<file path="src/rtl/on_delay_timer.sv">
// On-delay (pickup) timer.
// hit_target rises once 'in' has been sampled high on eff consecutive rising
// edges, where eff = max(target, 1), and drops on the first edge that samples
// 'in' low. The counter saturates at eff instead of wrapping, and the live
// target is re-evaluated every cycle, so a lowered target picks up on the next
// edge and a raised one resumes counting from the held value.
module on_delay_timer #(
    parameter int WIDTH = 21
) (
    input  logic             clk,
    input  logic             reset,
    input  logic [WIDTH-1:0] target,
    input  logic             in,
    output logic             hit_target
);

    // Registered state
    logic [WIDTH-1:0] r_count;
    logic             r_hit;

    // Combinational next-state terms
    logic [WIDTH:0]   w_eff;        // effective target, one bit wider than count
    logic [WIDTH:0]   w_count_inc;  // count + 1 without overflow
    logic             w_below;      // count has not yet reached eff
    logic [WIDTH-1:0] w_count_nxt;
    logic             w_hit_nxt;

    // Effective target and widened increment; a zero target behaves as 1
    always_comb begin
        w_eff       = {{WIDTH{1'b0}}, 1'b1};
        w_count_inc = {1'b0, r_count} + {{WIDTH{1'b0}}, 1'b1};
        if (target == {WIDTH{1'b0}}) begin
            w_eff = {{WIDTH{1'b0}}, 1'b1};
        end else begin
            w_eff = {1'b0, target};
        end
        w_below = ({1'b0, r_count} < w_eff);
    end

    // Next count and next output: clear on low input, count up until eff, then hold
    always_comb begin
        w_count_nxt = r_count;
        w_hit_nxt   = 1'b0;
        if (!in) begin
            w_count_nxt = {WIDTH{1'b0}};
            w_hit_nxt   = 1'b0;
        end else if (w_below) begin
            // count + 1 <= eff <= 2^WIDTH-1 here, so the truncation is lossless
            w_count_nxt = w_count_inc[WIDTH-1:0];
            w_hit_nxt   = (w_count_inc >= w_eff);
        end else begin
            w_count_nxt = r_count;
            w_hit_nxt   = 1'b1;
        end
    end

    // State registers, cleared immediately by the active-low asynchronous reset
    always_ff @(posedge clk or negedge reset) begin
        if (!reset) begin
            r_count <= {WIDTH{1'b0}};
            r_hit   <= 1'b0;
        end else begin
            r_count <= w_count_nxt;
            r_hit   <= w_hit_nxt;
        end
    end

    assign hit_target = r_hit;

endmodule

</file>
<file path="config.mk">
export PLATFORM = sky130hd
export DESIGN_NAME = on_delay_timer
export DESIGN_NICKNAME = d
export VERILOG_FILES = /design/src/rtl/on_delay_timer.sv
export SDC_FILE = /design/constraint.sdc
export NUM_CORES = 1
export LEC_CHECK = 0
export BUFFER_PORTS_ARGS = -buffer_cell sky130_fd_sc_hd__buf_2
export CORE_MARGIN = 2
export CORE_UTILIZATION = 45
export DETAILED_ROUTE_END_ITERATION = 10
export PLACE_DENSITY = 0.75
export REMOVE_ABC_BUFFERS = 1
export SYNTH_ARGS = -nofsm -noshare
export SYNTH_HDL_FRONTEND = slang
export SYNTH_SLANG_ARGS = --single-unit
</file>
<file path="constraint.sdc">
create_clock -name clk -period 3.7 [get_ports clk]
set_input_delay 0.74 -clock clk [delete_from_list [all_inputs] [get_ports clk]]
set_output_delay 0.74 -clock clk [all_outputs]
set_load 0.005 [all_outputs]
</file>
### Word level (Yosys, flattened, before mapping)

Cells that the tools add are included.

* register bits: 22
* word-level logic and storage cells: 12

* add/subtract/negate cells: 1
* magnitude comparators: 2
* eq/ne operators: 1
* mux-type cells: 5
* reductions and logical operators: 1

Operator list (number)
* 21-bit 2-to-1 mux: 3
* 21-bit by 1-bit adder with 22-bit output, second input constant: 1
* 22-bit >= comparator: 1
* 21-bit by 22-bit < comparator with 1-bit output: 1
* 21-bit zero test: 1
* 1-bit 2-to-1 mux: 2
* 2-bit by 1-bit != test with 1-bit output, second input constant: 1

### Longest topological paths before layout

* depth in word-level cells: 5
* gate-level depth with buffers: 12
* mapped depth without buffers: 12

### Worst setup path before layout

Ideal clock, no wire load.

* path type: input-to-reg
* from: input target[16]
* to: register r_count[5]
* setup time: 0.140 ns
* arrival: 2.698 ns
* slack: 0.862 ns
* cell stages on the path: 12
* path buffers: 2
* path through: nor4_1 -> and3_1 -> a31o_2 -> ha_1 -> nor2b_1 -> o211ai_1 -> a21oi_1 -> o311a_1 -> clkbuf_1 -> clkbuf_1 -> o311ai_0 -> o41ai_1

* cells in the longest elaborated chain, start to end: 4

RTL lines
* start, declared: line 12 `input logic [WIDTH-1:0] target,`
* 21-bit zero test: line 32 `if (target == {WIDTH{1'b0}}) begin`
* 21-bit 2-to-1 mux (*): line 32
* 21-bit by 22-bit < comparator with 1-bit output (*): line 37 `w_below = ({1'b0, r_count} < w_eff);`
* 2-bit by 1-bit != test with 1-bit output (no line) (*)
* end signal, assigned: line 60 `r_count <= {WIDTH{1'b0}};`
* end signal, assigned: line 63 `r_count <= w_count_nxt;`
* end, declared: line 18 `logic [WIDTH-1:0] r_count;`

Mark *: on every way between the ends. The rest lies on a longest branch, timed or not.
A chain may end at the register's enable or synchronous reset.

### Final worst setup path

* from: input target[16]
* to: register r_count[1]

Same word-level chain as after synthesis.

==> results.json <==
{
  "vertical_die_dimension_um": 77.4,
  "synth-seq-area-share": 0.227,
  "wl_met2_mm": 2.70,
  "worstPathRequired_ns": 3.87,
  "synthFlopType": "dfrtp_1",
  "crit_path_frequent_cell": "a21oi_1",
  "final-max-slew-violation-count": 0,
  "floorplan.core_area_um2": 5140,
  "ctsHtreeMaxLevel": 1,
  "final_period_minus_worst_setup_slack_ns": 3.18,
  "drt-total-wl_mm": 5.63,
  "hold_viol": 0,
  "synth.yosys.warnings": 0,
  "cp_slowest_cell": "nor4_1",
  "timing.setup.tns_ns": 0,
  "sink_count": 22,
  "r2r_end": "hit_target",
  "slew-limit-headroom": 0.625,
  "synth_cell_types": 44,
  "slowest_stage_delay_cp_ns": 0.49,
  "path_clk_slew_ns": 0.07,
  "clock_skew_ns": 0.00126,
  "synth_cells": 286,
  "synth_seq_cells": 22,
  "first_global_vias": 2129,
  "clock_tree_from_tritoncts": "done",
  "number_of_endpoints_failing_setup_at_the_final_stage": 0,
  "cts_setup_buffers": 0,
  "total_leakage_power_nw": 1.30,
  "clk_root_buffer_cell": "clkbuf_8",
  "fin_nets": 375,
  "port_buffers": 24,
  "route.detailed.wl_per_inst_um": 15.0,
  "placement.cell_area_um2": 2620,
  "antenna_violating_nets_post_route": 0,
  "route.met3.wl_um": 194,
  "hold_buffers": 0,
  "routed-via-count": 2222,
  "seqCellArea_um2": 551,
  "crit_path_max_fanout": 39,
  "fin_crit_sh": 0.858,
  "timing_worst_slew_pin_value_ns": 0.558,
  "start_util": 0.471,
  "clockBufferDepth": 2,
  "cts_repair_resize_count": 0,
  "globalplace.congestion": 0.853,
  "layout.cell_area.non_filler_um2": 2660,
  "critPathLaunchType": "primary input",
  "r2r_cells": 12,
  "drive_gt1_frac": 0.124,
  "placementRows": 26,
  "antenna_cell_count": 0,
  "regToRegStartpoint": "r_count[0]",
  "area_of_the_multi_input_gates_um2": 1740,
  "routed_via_density": 5.91,
  "cts_made_buffers": 3,
  "grt_start_max_net_pins": 40,
  "final.fill_count": 522,
  "detailed_place_hpwl_mm": 4.50,
  "synth_enable_flop_cells": 0,
  "setup.worst_path.class": "primary input to flop",
  "syn_area_um2": 2420,
  "cellPowerDensity_nw_per_um2": 178,
  "clock_insertion_delay_worst_skew_ns": 0.25,
  "hold_path.class": "primary input to asynchronous set/reset pin",
  "p_total_w": 0.000475,
  "timing.critical_path.cells": "buf_2, nor4_1, and3_1, a31o_2, ha_1, nor2b_1, o211ai_1, a21oi_1, o311a_1, buf_4, or3b_2, a21oi_1",
  "drt-initial-drc-count": 135,
  "drc_errors": 0,
  "global_route.usage.total": 0.204,
  "end_kind": "flop",
  "route.layer.met1.wl_mm": 2.68,
  "syn2layout_area_growth_pct": 9.92,
  "grt_overflow": 0,
  "r2r_slack_ns": 0.63,
  "dieWidth_um": 77.4,
  "design.die.area_um2": 5990,
  "top_layer_reached_by_signal_wires": "met4",
  "achievable-frequency_ghz": 0.315,
  "number_of_antenna_violations_at_the_first_check_in_global_routing": 0,
  "cap_violations": 0,
  "syn_area_per_cell_um2": 8.47,
  "asyncSetResetFlopFracSynth": 1.00,
  "rsz_0062_raised_after_global_routing": "false",
  "run_status": "finished clean",
  "ir_drop_v": 0.000171,
  "worst_ep_arrival_time_ns": 3.34,
  "grt_first_pass_wirelength_mm": 10.0,
  "top_level_ports": 25,
  "drt-pass1-iter-count": 4
}
## cell usage after synthesis (all sizes together), types with 2 or more instances
library cell	n	area share
nand2	16	0.025
clkbuf	11	0.018
o21a	2	0.0062
a21oi	28	0.058
nand2b	6	0.015
o211ai	2	0.0062
a211oi	3	0.0093
or2	2	0.0062
mux2i	4	0.017
nor2	8	0.012
nor2b	2	0.0052
a21o	2	0.0062
o21ai	10	0.021
inv	23	0.036
xnor2	12	0.043
a2111oi	2	0.0072
nor3	3	0.0062
or3	2	0.0052
or4	14	0.043
o31ai	13	0.040
dfrtp	22	0.23
and3	4	0.010
nand3	15	0.033
ha	43	0.22
nor4	8	0.027
and4	2	0.0072
xor2	7	0.025
nand4	6	0.015
nor3b	3	0.0093
## worst max-delay path by stage
stage	depth (start not counted)	startpoint	slack [ns]	endpoint
finish	12	target[16]	0.52	r_count[1]
detailed placement	12	target[16]	0.31	r_count[1]
floorplan	8	target[17]	0.12	r_count[16]
global placement	12	target[16]	0.39	r_count[11]
CTS	12	target[16]	0.57	r_count[11]
global route	11	r_count[0]	0.29	hit_target
## layout make-up
class                           count  area share
Timing Repair Buffer               28      0.0564
Clock buffer                        3      0.0155
Multi-Input combinational cell    229       0.655
Tap cell                           70      0.0329
Sequential cell                    22       0.207
Inverter                           24      0.0338
## power breakdown
group | total (W) | leakage (nW) | internal [W] | switching (W)
registers | 0.000248 | 0.305 | 0.000243 | 0.00000474
logic | 0.0000829 | 0.972 | 0.0000351 | 0.0000479
clock network | 0.000144 | 0.0216 | 0.0000725 | 0.0000719
total | 0.000475 | 1.30 | 0.000351 | 0.000124
## cells in the final DEF (no fill, tap or decap), types with 12 or more instances in the layout
cell type	netlist	routed
buf_2	0	24
xnor2_1	12	12
nand3_1	14	14
inv_1	23	23
dfrtp_1	22	22
o31ai_1	13	13
or4_1	14	14
a21oi_1	28	28
ha_1	43	43
nand2_1	16	16
## state kept, by name (all words and copies together) (netlist names)
signal / count
hit_target: 1
r_count: 21
## routing by layer
layer	global-route usage	up-vias
met5	0	-
met4	0.0339	0
met3	0.0256	4
met2	0.335	39
met1	0.292	1060
li1	-	1119
## cell families after synthesis
logic type	share of synthesized area
flip-flops	0.227
multiplexers	0.0165
AND/OR/NAND/NOR	0.227
adder cells (fa/ha/maj)	0.222
buffers and inverters	0.0547
XOR/XNOR	0.0687
AO/OA/AOI/OAI	0.183
## stage by stage
| step | worst slack, ns | std cells | utilization | hold WS (ns) |
|---|---|---|---|---|
| floorplan | 0.122 | 275 | - | 0.444 |
| global placement | 0.394 | 373 | 0.510 | 0.584 |
| detailed placement | 0.313 | 373 | 0.510 | 0.608 |
| CTS | 0.573 | 376 | 0.518 | 0.462 |
| global route | 0.294 | 376 | 0.518 | 0.476 |
| finish | 0.525 | 376 | 0.518 | 0.452 |
## critical path: cells and delay by family
| family | cells | cell delay, ns |
|---|---|---|
| AOI/OAI and AO/OA | 5 | 0.85 |
| adders and majority gates | 1 | 0.13 |
| buffers and inverters | 2 | 0.34 |
| and+or+nand+nor | 4 | 1.27 |
(Power assumes the default switching activity.)
